<file path="src/rtl/shape_classifier.sv">
// -----------------------------------------------------------------------------
// shape_classifier
//
// Recovers the canonical block type and the clockwise rotation count of a
// 3x3 piece bitmap. The shape is latched once. After that, one orientation
// is compared against the canonical table on each clock. If no match is
// found, the working copy is rotated clockwise and the next orientation is
// tried.
//
// Ports:
//   i_clk         system clock, all logic on the rising edge
//   i_rst         synchronous, active-high reset
//   i_start       request pulse, accepted only when idle or in the done cycle
//   i_shape_in    bitmap, bit 3r+c = row r / col c, bit 0 = top-left (MSB)
//   o_busy        high while a classification is in progress
//   o_done        one-cycle pulse when the results update
//   o_valid       result is a known type (including empty)
//   o_block_type  0..5 canonical type, 6 = empty, 7 = no match
//   o_rotation    clockwise rotations applied to reach canonical form
// -----------------------------------------------------------------------------
module shape_classifier #(
  parameter int MAX_ROT = 3
) (
  input  logic       i_clk,
  input  logic       i_rst,
  input  logic       i_start,
  input  logic [0:8] i_shape_in,
  output logic       o_busy,
  output logic       o_done,
  output logic       o_valid,
  output logic [2:0] o_block_type,
  output logic [1:0] o_rotation
);

  localparam logic [1:0] LP_MAX_ROT = 2'(MAX_ROT);

  typedef enum logic [1:0] {
    S_IDLE  = 2'd0,
    S_CHECK = 2'd1,
    S_DONE  = 2'd2
  } state_t;

  state_t     r_state;
  state_t     w_state_nxt;
  logic [0:8] r_work;
  logic [0:8] w_work_nxt;
  logic [1:0] r_cnt;
  logic [1:0] w_cnt_nxt;
  logic       r_busy;
  logic       r_done;
  logic       r_valid;
  logic [2:0] r_type;
  logic [1:0] r_rot;
  logic       w_busy_nxt;
  logic       w_done_nxt;
  logic       w_valid_nxt;
  logic [2:0] w_type_nxt;
  logic [1:0] w_rot_nxt;
  logic [2:0] w_match;

  // Canonical lookup. The table entries are distinct, so at most one entry
  // can hit. Code 7 means that none of them match.
  function automatic logic [2:0] match_canon(input logic [0:8] s);
    logic [2:0] t;
    case (s)
      9'h198:  t = 3'd0;
      9'h027:  t = 3'd1;
      9'h092:  t = 3'd2;
      9'h036:  t = 3'd3;
      9'h017:  t = 3'd4;
      9'h097:  t = 3'd5;
      default: t = 3'd7;
    endcase
    return t;
  endfunction

  // Clockwise rotation: new[r][c] = old[2-c][r].
  function automatic logic [0:8] rotate_cw(input logic [0:8] s);
    logic [0:8] n;
    n = 9'h000;
    for (int r = 0; r < 3; r++) begin
      for (int c = 0; c < 3; c++) begin
        n[3*r+c] = s[3*(2-c)+r];
      end
    end
    return n;
  endfunction

  assign w_match = match_canon(r_work);

  // State, datapath and registered outputs.
  always_ff @(posedge i_clk) begin
    if (i_rst) begin
      r_state <= S_IDLE;
      r_work  <= 9'h000;
      r_cnt   <= 2'd0;
      r_busy  <= 1'b0;
      r_done  <= 1'b0;
      r_valid <= 1'b0;
      r_type  <= 3'd0;
      r_rot   <= 2'd0;
    end else begin
      r_state <= w_state_nxt;
      r_work  <= w_work_nxt;
      r_cnt   <= w_cnt_nxt;
      r_busy  <= w_busy_nxt;
      r_done  <= w_done_nxt;
      r_valid <= w_valid_nxt;
      r_type  <= w_type_nxt;
      r_rot   <= w_rot_nxt;
    end
  end

  // Next state, working register, counter and result values.
  always_comb begin
    w_state_nxt = r_state;
    w_work_nxt  = r_work;
    w_cnt_nxt   = r_cnt;
    w_valid_nxt = r_valid;
    w_type_nxt  = r_type;
    w_rot_nxt   = r_rot;
    case (r_state)
      S_IDLE, S_DONE: begin
        if (i_start) begin
          // A new request clears the old result, so a stale result is never
          // shown as valid while the new one is being computed.
          w_state_nxt = S_CHECK;
          w_work_nxt  = i_shape_in;
          w_cnt_nxt   = 2'd0;
          w_valid_nxt = 1'b0;
          w_type_nxt  = 3'd0;
          w_rot_nxt   = 2'd0;
        end else if (r_state == S_DONE) begin
          w_state_nxt = S_IDLE;
        end else begin
          w_state_nxt = S_IDLE;
        end
      end
      S_CHECK: begin
        if ((r_work == 9'h000) && (r_cnt == 2'd0)) begin
          w_state_nxt = S_DONE;
          w_valid_nxt = 1'b1;
          w_type_nxt  = 3'd6;
          w_rot_nxt   = 2'd0;
        end else if (w_match != 3'd7) begin
          w_state_nxt = S_DONE;
          w_valid_nxt = 1'b1;
          w_type_nxt  = w_match;
          w_rot_nxt   = r_cnt;
        end else if (r_cnt == LP_MAX_ROT) begin
          w_state_nxt = S_DONE;
          w_valid_nxt = 1'b0;
          w_type_nxt  = 3'd7;
          w_rot_nxt   = LP_MAX_ROT;
        end else begin
          w_work_nxt = rotate_cw(r_work);
          w_cnt_nxt  = r_cnt + 2'd1;
        end
      end
      default: begin
        w_state_nxt = S_IDLE;
      end
    endcase
  end

  // Status flags for the next cycle. They are derived from the next state so
  // that they can be registered and line up with it.
  always_comb begin
    w_busy_nxt = 1'b0;
    w_done_nxt = 1'b0;
    if (w_state_nxt == S_CHECK) begin
      w_busy_nxt = 1'b1;
    end else if (w_state_nxt == S_DONE) begin
      w_done_nxt = 1'b1;
    end else begin
      w_busy_nxt = 1'b0;
      w_done_nxt = 1'b0;
    end
  end

  assign o_busy       = r_busy;
  assign o_done       = r_done;
  assign o_valid      = r_valid;
  assign o_block_type = r_type;
  assign o_rotation   = r_rot;

endmodule

</file>
<file path="config.mk">
export PLATFORM = sky130hd
export DESIGN_NAME = shape_classifier
export DESIGN_NICKNAME = d
export VERILOG_FILES = /design/src/rtl/shape_classifier.sv
export SDC_FILE = /design/constraint.sdc
export NUM_CORES = 1
export LEC_CHECK = 0
export ABC_CLOCK_PERIOD_IN_PS = 6600
export CAP_MARGIN = 20
export CORE_MARGIN = 2
export CORE_UTILIZATION = 30
export CTS_BUF_LIST = sky130_fd_sc_hd__clkbuf_4 sky130_fd_sc_hd__clkbuf_8
export DETAILED_ROUTE_END_ITERATION = 6
export GPL_TIMING_DRIVEN = 0
export PLACE_DENSITY_LB_ADDON = 0.15
export SYNTH_ARGS = -nofsm -noshare
export SYNTH_HDL_FRONTEND = slang
export SYNTH_SLANG_ARGS = --single-unit
</file>
<file path="constraint.sdc">
create_clock -name i_clk -period 6.6 [get_ports i_clk]
set_clock_uncertainty 0.2 [all_clocks]
set_input_delay 1.32 -clock i_clk [delete_from_list [all_inputs] [get_ports i_clk]]
set_output_delay 1.32 -clock i_clk [all_outputs]
set_load 0.03 [all_outputs]
</file>
==> flow_summary_export.csv, run 1 <==
group,metric,value,unit
routing,first_pass_iters,4,
clock_network,cts_tree,"built",
grt,antenna_found_initial,0,
clock_network,root_buffer,"clkbuf_8",
sta,tightest_slew,0.466,ns
critical_path,worstReg2RegStart,"r_cnt[0]",
routing,final_antenna_net_count,0,
clock_network,cts_inserted_buffers,3,
sta,timing.final.crit_period,2.85,ns
min_path,hold_start,"o_valid",
cells_and_area,final_cell_mix,"dfxtp_1, clkdlybuf4s50_1, nand2_1, nor2_1",
synth,synthesis.area,1100,µm²
grt,grt_pass1_vias,994,
min_path,hold_end,"o_valid",
cells_and_area,final_cell_area,1400,µm²
floorplanning,core_area,3610,µm²
sta,timing.final.crit_share,43.2,%
sta,finalSetupViolCount,0,
clock_network,htree_levels,1,
synth,synth_nets,141,
outcome,outcome,"finished, final reports clean",
critical_path,arrival,2.78,ns
power,pwr_density_cell,240,nW/µm²
power,total_power,0.337,mW
sta,tns,0,ns
critical_path,crit_family,"buffers and inverters",
synth,synth_edf_count,0,
grt,grt_pass1_wl,4550,µm
routing,highest_layer,"met4",
cells_and_area,antenna_cells,0,
routing,route.met2.wl,1280,µm
clock_network,ctsLongestPathBuffers,2,
job,cap_violations,0,
floorplanning,chipHeight,64.6,µm
routing,routedWlPerCell,13.6,µm
min_path,holdPathStages,2,
routing,finalWirelength,2690,µm
placement,dpl_cell_area,1350,µm²
routing,drc_errors,0,
clock_network,holdBufCountCts,0,
routing,via_per_inst,5.17,
floorplanning,start_util,30.5,%
cells_and_area,areaGrowthSynthToFinish,27.2,%
cells_and_area,drive_gt1_share,11.3,%
synth,synth_ff_type,"dfxtp_1",
sta,finalHoldViolCount,0,
placement,io_buffers,19,
clock_network,clock_latency,0.26,ns
critical_path,r2r-end,"r_work[1]",
critical_path,cp_max_fo,10,
critical_path,worstPathRequired,6.53,ns
synth,avgSynthCellArea,8.67,µm²
synth,synth.ff_latch_count,21,
sta,max_freq,0.351,GHz
synth,ys_types,40,
floorplanning,io-pin-count,20,
critical_path,path_buf_inv,3,
synth,seq_area_frac_synth,38.2,%
sta,rsz0062_at_grt,"no",
sta,slew_headroom,68.7,%
clock_network,path_clk_slew,0.07,ns
synth,ys_warn_count,0,
clock_network,cts.sinks,21,
min_path,hold_path.class,"register to register",
cells_and_area,finalNetCount,165,
critical_path,worstPathCellList,"clkdlybuf4s50_1, clkbuf_1, buf_1, nor3_1",
routing,drtIter0Drc,35,
floorplanning,die-area,4170,µm²
critical_path,startpoint_type,"input port",
routing,wl_met3,93,µm
floorplanning,fp-row-count,22,
power,peakVddDrop,65.9,µV
grt,overflow,0,
grt,grt_max_degree,12,
placement,dpl.hpwl,2020,µm
cells_and_area,layout_commonest_cell,"dfxtp_1",
routing,vias,1023,
clock_network,post-cts-setup-buffers,0,
critical_path,ff2ff_setup_slack,4.02,ns
synth,async_flop_share,0,%
critical_path,slowest_delay,0.54,ns
clock_network,post_cts_resized,0,
critical_path,critPathSlowestCell,"clkdlybuf4s50_1",
critical_path,r2r_cells,9,
synth,synthCells,127,
critical_path,crit_path_end_kind,"register",
sta,slew_violations,0,
routing,wl_met1,1260,µm
power,power.leakage,0.488,nW
floorplanning,die_x,64.6,µm
grt,grt.total_usage,13.9,%
cells_and_area,fillCellCount,380,
placement,gp_congestion,0.914,
critical_path,path_class,"input port to register",
==> synth_stat cells (2+ instances only) <==
cell / n / share of area (%)
o211ai_1: 2 / 1.4
o21ai_0: 3 / 1.4
mux2i_1: 4 / 3.6
nor2_1: 12 / 4.1
nand2b_1: 5 / 2.8
inv_1: 4 / 1.4
clkbuf_1: 4 / 1.4
nor3b_1: 2 / 1.4
a21oi_1: 7 / 3.2
a311oi_1: 7 / 5.6
nor3_1: 5 / 2.3
ha_1: 2 / 2.3
nand3_1: 3 / 1.4
nand2_1: 17 / 5.8
dfxtp_1: 21 / 38
nor2b_1: 2 / 1.1
o31ai_1: 2 / 1.4
or3_1: 2 / 1.1
nor2_2: 2 / 1.1
==> power by group <==
group          leakage (nW)  switching (mW)  internal, mW
Sequential            0.172          0.0140         0.140
Combinational         0.290          0.0528        0.0406
Clock                0.0262          0.0424        0.0472
Total                 0.488           0.109         0.228
==> worst max-delay path by stage <==
| stage | start | to | slack (ns) | depth (start not counted) |
|---|---|---|---|---|
| detailed placement | i_rst | o_done | 3.43 | 4 |
| finish | i_rst | r_state[1] | 3.75 | 4 |
| CTS | i_rst | o_done | 3.72 | 4 |
| global placement | i_rst | o_done | 3.46 | 4 |
| floorplan | i_start | r_work[0] | 4.13 | 5 |
| global route | i_start | r_work[2] | 3.59 | 6 |
==> sequential cells by signal (all words and copies together) (netlist names) <==
register      flops
r_cnt             2
o_rotation        2
o_busy            1
o_done            1
o_valid           1
r_state           2
o_block_type      3
r_work            9
==> per-layer routing <==
| metal | vias to the layer above | track usage, % |
|---|---|---|
| met5 | - | 0 |
| met4 | 0 | 6.38 |
| met3 | 5 | 2.43 |
| met2 | 21 | 23.7 |
| met1 | 492 | 16.9 |
| li1 | 505 | - |
==> kinds of logic (layout without fill, tap and decap cells) <==
kind of cell / count (synthesis) / after routing / synth area share (%)
adders and majority gates: 2 / 2 / 2.27
buffers and inverters: 11 / 34 / 4.54
xor gates and xnor gates: 1 / 1 / 0.796
DFF: 21 / 21 / 38.2
AOI/OAI and AO/OA: 27 / 27 / 18.9
and+or+nand+nor: 61 / 61 / 31.7
muxes: 4 / 4 / 3.64
==> through the flow <==
step | setup slack [ns] | hold WS (ns) | util [%] | instances
3_3_place_gp | 3.46 | 0.258 | 37.5 | 194
4_1_cts | 3.72 | 0.279 | 38.8 | 198
5_1_grt | 3.59 | 0.313 | 38.8 | 198
3_5_place_dp | 3.43 | 0.268 | 37.5 | 194
6_report | 3.75 | 0.277 | 38.8 | 198
2_1_floorplan | 4.13 | 0.274 | - | 127
==> cell type report <==
| type | instances | area (µm²) | area share [%] |
|---|---|---|---|
| buffer | 7 | 35.0 | 2.50 |
| clock buffer | 4 | 48.8 | 3.49 |
| inverter | 4 | 15.0 | 1.07 |
| multi-input combinational | 95 | 631 | 45.0 |
| sequential | 21 | 420 | 30.0 |
| tap | 48 | 60.1 | 4.29 |
| timing repair buffer | 19 | 190 | 13.6 |
==> worst register-to-register path, stage by stage (launching register included) <==
cell      delay, ns
dfxtp_1        0.37
inv_1          0.07
ha_1           0.20
nor3b_1        0.14
and4_4         0.23
or3_4          0.38
o31ai_4        0.40
buf_6          0.22
nor2_2         0.05
a311oi_2       0.23
Power figures use the tool's default switching activity.
==> run 2: changes to the inputs <==
--- a/config.mk
+++ b/config.mk
@@ -5,7 +5,7 @@
 export SDC_FILE = /design/constraint.sdc
 export NUM_CORES = 1
 export LEC_CHECK = 0
-export ABC_CLOCK_PERIOD_IN_PS = 6600
+export ABC_CLOCK_PERIOD_IN_PS = 2690
 export CAP_MARGIN = 20
 export CORE_MARGIN = 2
 export CORE_UTILIZATION = 30
==> constraint.sdc (replaced) <==
create_clock -name i_clk -period 2.69 [get_ports i_clk]
set_clock_uncertainty 0.2 [all_clocks]
set_input_delay 0.538 -clock i_clk [delete_from_list [all_inputs] [get_ports i_clk]]
set_output_delay 0.538 -clock i_clk [all_outputs]
set_load 0.03 [all_outputs]
==> results of run 2 <==
Same layout as run 1 (identical final DEF). Status: finished, final reports clean.
Main changes from that run: setup slack after placement 3.43 ns -> 0.150 ns; clock-pin slew on the worst setup and hold paths 0.07 ns -> 0.08 ns; setup slack after layout 3.75 ns -> 0.115 ns; start point of the critical path i_rst -> r_cnt[0]; end point of the critical path r_state[1] -> r_work[1]; register-to-register setup slack 4.02 ns -> 0.11 ns; total power 0.337 mW -> 0.826 mW; worst IR drop on VDD 65.9 µV -> 162 µV
==> run 3: changes to the inputs <==
--- a/config.mk
+++ b/config.mk
@@ -6,7 +6,6 @@
 export NUM_CORES = 1
 export LEC_CHECK = 0
 export ABC_CLOCK_PERIOD_IN_PS = 2690
-export CAP_MARGIN = 20
 export CORE_MARGIN = 2
 export CORE_UTILIZATION = 30
 export CTS_BUF_LIST = sky130_fd_sc_hd__clkbuf_4 sky130_fd_sc_hd__clkbuf_8
==> results of run 3 <==
Same layout as run 1 (identical final DEF). Status: finished, final reports clean.
Main changes from that run: setup slack after placement 3.43 ns -> 0.150 ns; clock-pin slew on the worst setup and hold paths 0.07 ns -> 0.08 ns; setup slack after layout 3.75 ns -> 0.115 ns; start point of the critical path i_rst -> r_cnt[0]; end point of the critical path r_state[1] -> r_work[1]; register-to-register setup slack 4.02 ns -> 0.11 ns; total power 0.337 mW -> 0.826 mW; worst IR drop on VDD 65.9 µV -> 162 µV
